<file path="src/rtl/elevator_call_panel.sv">
// ---------------------------------------------------------------------------
// elevator_call_panel
//
// Hall-call front end for an elevator controller. Raw call buttons are
// synchronized and debounced. Each qualified press latches a per-floor call.
// A small issuer FSM then hands pending calls to the controller one at a
// time, in round-robin floor order. A call is retired when the door opens
// at that floor.
//
// Ports
//   clk            rising-edge clock
//   reset          asynchronous, active-high reset
//   buttons[15:0]  raw asynchronous call buttons, bit f = floor f (bit 0 unused)
//   current_floor  floor the car is at now
//   door_open      door-open indication from the controller
//   req_floor      one-cycle floor request to the controller, 0 when idle
//   call_lamps     bit f lit while floor f has a pending or issued call
//   outstanding    number of calls issued but not yet serviced
// ---------------------------------------------------------------------------
module elevator_call_panel #(
    parameter int DEBOUNCE_CYCLES = 4,   // 1..31
    parameter int MAX_OUTSTANDING = 8    // 1..15
) (
    input  logic        clk,
    input  logic        reset,
    input  logic [15:0] buttons,
    input  logic [3:0]  current_floor,
    input  logic        door_open,
    output logic [3:0]  req_floor,
    output logic [15:0] call_lamps,
    output logic [3:0]  outstanding
);

    typedef enum logic [1:0] {
        CALL_IDLE,
        CALL_PENDING,
        CALL_ISSUED
    } call_state_t;

    typedef enum logic [1:0] {
        ISS_SCAN,
        ISS_ISSUE,
        ISS_GAP
    } iss_state_t;

    localparam logic [4:0] DB_LIMIT  = 5'(DEBOUNCE_CYCLES);
    localparam logic [3:0] OUT_LIMIT = 4'(MAX_OUTSTANDING);

    // Input conditioning
    logic [15:1] sync_meta;
    logic [15:1] sync_q;
    logic [4:0]  db_cnt [1:15];
    logic [15:1] press_evt;

    // Per-floor call tracking (entry 0 is held IDLE permanently so that
    // any 4-bit floor code can index the array directly)
    call_state_t call_state      [0:15];
    call_state_t call_state_next [0:15];
    logic [15:0] call_lamps_next;

    // Issuer
    iss_state_t  iss_state;
    iss_state_t  iss_state_next;
    logic [3:0]  sel_floor;
    logic [3:0]  last_issued;
    logic [3:0]  pick_floor;
    logic        pick_valid;
    logic [4:0]  rr_cand;
    logic [3:0]  req_floor_next;
    logic        issue_fire;

    // Service
    logic        door_q;
    logic        svc_evt;
    logic        cnt_inc;
    logic        cnt_dec;

    // Floor code 0 means "no request", so its button is never looked at.
    logic        unused_button0;
    assign unused_button0 = buttons[0];

    // -----------------------------------------------------------------------
    // Synchronizer and debounce
    // press_evt is registered so that it is high in exactly the cycle in
    // which db_cnt first shows DEBOUNCE_CYCLES. The counter saturates there,
    // so the event cannot repeat until the button drops and re-qualifies.
    // -----------------------------------------------------------------------
    always_ff @(posedge clk or posedge reset) begin
        if (reset) begin
            sync_meta <= '0;
            sync_q    <= '0;
            press_evt <= '0;
            // NOTE: the counter array is explicitly reset. A held button must
            // fully re-qualify after reset, and stale counts would let it skip
            // part of the debounce.
            for (int f = 1; f <= 15; f++) begin
                db_cnt[f] <= '0;
            end
        end else begin
            // NOTE: non-blocking assignments here. Each flop samples its
            // pre-edge input, which keeps the two synchronizer stages distinct.
            sync_meta <= buttons[15:1];
            sync_q    <= sync_meta;
            for (int f = 1; f <= 15; f++) begin
                press_evt[f] <= sync_q[f] && (db_cnt[f] == DB_LIMIT - 5'd1);
                if (!sync_q[f]) begin
                    db_cnt[f] <= '0;
                end else if (db_cnt[f] != DB_LIMIT) begin
                    db_cnt[f] <= db_cnt[f] + 5'd1;
                end
            end
        end
    end

    // -----------------------------------------------------------------------
    // Service detection: the door_open rising edge at a real floor
    // -----------------------------------------------------------------------
    assign svc_evt = door_open && !door_q && (current_floor != 4'd0);

    // -----------------------------------------------------------------------
    // Round-robin pick: the first PENDING floor after last_issued, wrapping
    // 15 -> 1. last_issued is always in 1..15, so the candidate sum stays in
    // 2..30 and one subtraction folds it back into 1..15.
    // -----------------------------------------------------------------------
    always_comb begin
        // NOTE: every output gets a default before any branch, so that no
        // path through the block can hold a stale value (no latch).
        pick_valid = 1'b0;
        pick_floor = 4'd0;
        rr_cand    = 5'd0;
        for (int i = 1; i <= 15; i++) begin
            rr_cand = {1'b0, last_issued} + 5'(i);
            if (rr_cand > 5'd15) begin
                rr_cand = rr_cand - 5'd15;
            end
            if (!pick_valid && call_state[rr_cand[3:0]] == CALL_PENDING) begin
                pick_valid = 1'b1;
                pick_floor = rr_cand[3:0];
            end
        end
    end

    // -----------------------------------------------------------------------
    // Issuer FSM: state register
    // -----------------------------------------------------------------------
    always_ff @(posedge clk or posedge reset) begin
        if (reset) begin
            iss_state   <= ISS_SCAN;
            sel_floor   <= 4'd0;
            last_issued <= 4'd15;
            req_floor   <= 4'd0;
        end else begin
            iss_state <= iss_state_next;
            req_floor <= req_floor_next;
            if (iss_state == ISS_SCAN && iss_state_next == ISS_ISSUE) begin
                sel_floor   <= pick_floor;
                last_issued <= pick_floor;
            end
        end
    end

    // Issuer FSM: next state
    always_comb begin
        iss_state_next = iss_state;
        unique case (iss_state)
            ISS_SCAN: begin
                if (pick_valid && (outstanding < OUT_LIMIT)) begin
                    iss_state_next = ISS_ISSUE;
                end
            end
            ISS_ISSUE: iss_state_next = ISS_GAP;
            ISS_GAP:   iss_state_next = ISS_SCAN;
            default:   iss_state_next = ISS_SCAN;
        endcase
    end

    // Issuer FSM: outputs
    // req_floor is loaded on the SCAN->ISSUE edge, so it is nonzero exactly
    // during the ISSUE cycle. The call is committed at the end of that cycle.
    // If the floor was serviced between selection and ISSUE, the commit is
    // dropped so that the count and the lamp stay truthful.
    always_comb begin
        req_floor_next = 4'd0;
        issue_fire     = 1'b0;
        if (iss_state == ISS_SCAN && iss_state_next == ISS_ISSUE) begin
            req_floor_next = pick_floor;
        end
        if (iss_state == ISS_ISSUE && call_state[sel_floor] == CALL_PENDING) begin
            issue_fire = 1'b1;
        end
    end

    // -----------------------------------------------------------------------
    // Per-floor call state. Priority rises down the list, so a service
    // overrides both a same-cycle press and a same-cycle issue.
    // -----------------------------------------------------------------------
    always_comb begin
        for (int f = 0; f <= 15; f++) begin
            call_state_next[f] = call_state[f];
        end
        for (int f = 1; f <= 15; f++) begin
            if (press_evt[f] && call_state[f] == CALL_IDLE) begin
                call_state_next[f] = CALL_PENDING;
            end
            if (issue_fire && sel_floor == 4'(f)) begin
                call_state_next[f] = CALL_ISSUED;
            end
            if (svc_evt && current_floor == 4'(f)) begin
                call_state_next[f] = CALL_IDLE;
            end
        end
        call_state_next[0] = CALL_IDLE;

        call_lamps_next = 16'd0;
        for (int f = 1; f <= 15; f++) begin
            call_lamps_next[f] = (call_state_next[f] != CALL_IDLE);
        end
    end

    // An issue that is serviced in the same cycle never becomes ISSUED, so it
    // does not count. Only a service of an ISSUED floor decrements. Because of
    // this pairing the counter tracks the number of ISSUED floors exactly,
    // and it can neither wrap nor exceed the SCAN-side limit.
    assign cnt_inc = issue_fire && !(svc_evt && current_floor == sel_floor);
    assign cnt_dec = svc_evt && (call_state[current_floor] == CALL_ISSUED);

    always_ff @(posedge clk or posedge reset) begin
        if (reset) begin
            door_q      <= 1'b0;
            call_lamps  <= 16'd0;
            outstanding <= 4'd0;
            for (int f = 0; f <= 15; f++) begin
                call_state[f] <= CALL_IDLE;
            end
        end else begin
            door_q     <= door_open;
            call_lamps <= call_lamps_next;
            for (int f = 0; f <= 15; f++) begin
                call_state[f] <= call_state_next[f];
            end
            if (cnt_inc && !cnt_dec) begin
                outstanding <= outstanding + 4'd1;
            end else if (cnt_dec && !cnt_inc) begin
                outstanding <= outstanding - 4'd1;
            end
        end
    end

endmodule

</file>
<file path="config.mk">
export PLATFORM = sky130hd
export DESIGN_NAME = elevator_call_panel
export DESIGN_NICKNAME = d
export VERILOG_FILES = /design/src/rtl/elevator_call_panel.sv
export SDC_FILE = /design/constraint.sdc
export NUM_CORES = 1
export LEC_CHECK = 0
export ABC_AREA = 1
export BUFFER_PORTS_ARGS = -buffer_cell sky130_fd_sc_hd__buf_2
export CAP_MARGIN = 5
export CORE_MARGIN = 1
export CORE_UTILIZATION = 40
export CTS_CLUSTER_SIZE = 8
export DETAILED_ROUTE_END_ITERATION = 6
export GPL_ROUTABILITY_DRIVEN = 0
export HOLD_SLACK_MARGIN = 0.03
export PLACE_DENSITY = 0.56
export SYNTH_ARGS = -nofsm -noshare
export SYNTH_HDL_FRONTEND = slang
export SYNTH_SLANG_ARGS = --single-unit
export TNS_END_PERCENT = 10
</file>
<file path="constraint.sdc">
create_clock -name clk -period 18.4 [get_ports clk]
set_input_delay 3.68 -clock clk [delete_from_list [all_inputs] [get_ports clk]]
set_output_delay 3.68 -clock clk [all_outputs]
set_load 0.01 [all_outputs]
</file>
==> impl_metrics.json <==
{
  "status": "complete, no violations",
  "instances_no_fill": 2337,
  "portBuffers": 44,
  "cts_resized": 0,
  "drv_slew": 0,
  "finClkSkew_ns": 0.0216,
  "num_antenna_cells": 0,
  "tns_ns": 0,
  "start_util": 0.412,
  "critPathLaunchType": "input pin",
  "reg2reg_depth": 24,
  "setup_viol": 0,
  "hp-class": "register to register",
  "synthMuxAreaShare": 0.000858,
  "synthAdderAreaFrac": 0.0483,
  "cts_root_buf": "clkbuf_16",
  "synth.most_common_cell": "nand2_1",
  "grt_overflow": 0,
  "max_freq_mhz": 164,
  "core_um2": 31900,
  "maxCapViolations": 0,
  "nets": 1962,
  "grt_pass1_wl_um": 63100,
  "ant_nets": 0,
  "synth-seq-area-share": 0.351,
  "dieArea_um2": 33500,
  "fin_crit_sh": 0.332,
  "timing_worst_setup_path_type": "input pin to register",
  "synth_ff_type": "dfrtp_1",
  "max_stage_delay_ns": 0.29,
  "crit_arrival_ns": 6.42,
  "hold_depth": 0,
  "post-cts-setup-buffers": 0,
  "netlist.area_leader.share": 0.343,
  "synth_cells": 1839,
  "drt_iter0_markers": 1201,
  "slew_headroom": 0.372,
  "rows": 65,
  "clock_latency_ns": 0.44,
  "syn_to_final_growth_pct": 10.3,
  "hold_viol_final": 0,
  "first_global_vias": 11646,
  "vias_per_cell": 5.40,
  "dp_hpwl_um": 28700,
  "die_h_um": 183,
  "slowest_stage": "o2111ai_1",
  "pin_count": 47,
  "tightest_slew_ns": 0.938,
  "yosys.area.top_type": "dfrtp_1",
  "synth_top_family_by_area": "simple AND/OR/NAND/NOR gates",
  "layout-drive-gt1-share": 0.103,
  "synthArstFlopShare": 1.00,
  "period_minus_slack_ns": 6.11,
  "path_cells": "buf_2 > inv_1 > nor2_1 > inv_1 > o22ai_1 > o21ai_0 > o21ai_0 > o2111ai_1 > ha_1 > inv_1 > ha_1 > a21o_1 > a21oi_1 > nor2_1 > nor2_1 > nand2_1 > xnor2_1",
  "fp.dieW_um": 183,
  "ys_types": 63,
  "dp.cells": 2304,
  "synth-seq-cells": 184,
  "synthTopCellsByCount": "439 x nand2_1, 241 x inv_1, 194 x nand3_1",
  "h-tree-depth": 4,
  "crit_fanout": 8,
  "wire_per_inst_um": 17.0,
  "antenna_found_initial": 1,
  "yosysWarnings": 0,
  "synth_compound_area_frac": 0.162,
  "synth.avg_cell_area_um2": 7.13,
  "synth_xor_area_frac": 0.0295,
  "routed_wirelength_um": 39600,
  "first_pass_iters": 6,
  "netlist_area_um2": 13100,
  "yosys.area_share.simple": 0.321,
  "routed-via-count": 12625,
  "endpoint_kind": "register",
  "cts-hold-fix-buffers": 0,
  "clock_path_buffers": 2,
  "syn-num-nets": 1912,
  "tritoncts": "done",
  "synth_area_leaders": "dfrtp_1 34%, nand2_1 13%, nand3_1 7.4%, inv_1 6.9%, o21ai_0 5.5%",
  "cp.required_ns": 18.71,
  "drc": 0,
  "rsz0062_at_grt": "false",
  "clock-sinks": 184,
  "cts_buffers": 17,
  "final_util": 0.454,
  "track_usage": 0.243,
  "synth_edf_count": 0,
  "grt_max_degree": 116,
  "path_clk_slew_ns": 0.06
}
routing by layer:
layer  track usage  vias up  routed length (µm)
li1              -     6226                   -
met1         0.338     5882               18100
met2         0.371      434               17500
met3        0.0471       81                2690
met4        0.0947        2                1340
met5             0        -                  13
cell type report:
class / instances / area (µm²)
inverters: 263 / 997
fillers: 3285 / 17400
flip-flops and latches: 184 / 4610
clock buffers: 20 / 457
well taps: 435 / 544
multi-input cells: 1368 / 7380
clock inverters: 12 / 185
repair buffers: 55 / 300
registers in the layout (all words and copies together), names as in the netlist, 15 cells and up:
name and flops:
call_lamps 15, sync_q 15, call_state 30, sync_meta 15, press_evt 15, db_cnt 75
layout by cell type, fill, tap and decap left out, types with 5 or more instances in the layout:
cell type,count
o211ai_1,19
a21oi_1,83
nor3b_1,8
dfrtp_1,180
o21ai_2,11
nand3b_1,5
xor2_1,34
nand3_1,194
nand4_1,11
nand3_2,8
buf_2,44
clkbuf_16,17
o21ai_0,143
nor2_1,143
inv_2,16
o2111ai_1,8
nand2_2,31
nand2_1,439
nand2_4,13
inv_1,240
o22ai_1,19
clkinv_1,5
buf_4,10
a211oi_1,7
nor4_1,11
xnor2_1,7
ha_1,49
a31oi_1,26
nor3_1,21
o21ai_1,19
worst max-delay path: cells and delay by family:
kind | cells | cell delay, ns
fa+ha+maj | 2 | 0.58
simple gates | 4 | 0.35
compound gates | 6 | 1.08
xor+xnor | 1 | 0.12
buf+inv | 4 | 0.64
stage by stage:
stage | hold WS, ns | instance area [µm²] | setup WS (ns)
2_1_floorplan | 0.331 | 13100 | 9.73
4_1_cts | 0.350 | 14500 | 12.38
5_1_grt | 0.355 | 14500 | 12.04
6_report | 0.349 | 14500 | 12.29
3_3_place_gp | 0.333 | 13800 | 11.90
3_5_place_dp | 0.335 | 13800 | 11.91
final timing paths:
kind                                       startpoint                    endpoint  slack (ns)
max reg2reg                last_issued[1]$_DFFE_PP1P_    sel_floor[1]$_DFFE_PP0P_       13.48
max                                  current_floor[0]  outstanding[3]$_DFFE_PP0P_       12.29
min reg2reg                    sync_meta[4]$_DFF_PP0_         sync_q[4]$_DFF_PP0_        0.35
min                            sync_meta[4]$_DFF_PP0_         sync_q[4]$_DFF_PP0_        0.35
min in group asynchronous                       reset  outstanding[2]$_DFFE_PP0P_        3.40
max in group asynchronous                       reset    call_state[26]$_DFF_PP0_       13.63
kinds of logic after synthesis:
family | Yosys count
AOI/OAI and AO/OA | 366
xor gates and xnor gates | 42
adders and majority gates | 50
buffers and inverters | 287
DFF | 184
muxes | 1
other | 1
and+or+nand+nor | 908
Power is not shown: default switching activity piles up to over one toggle a cycle in this logic, so the estimate is an artifact.
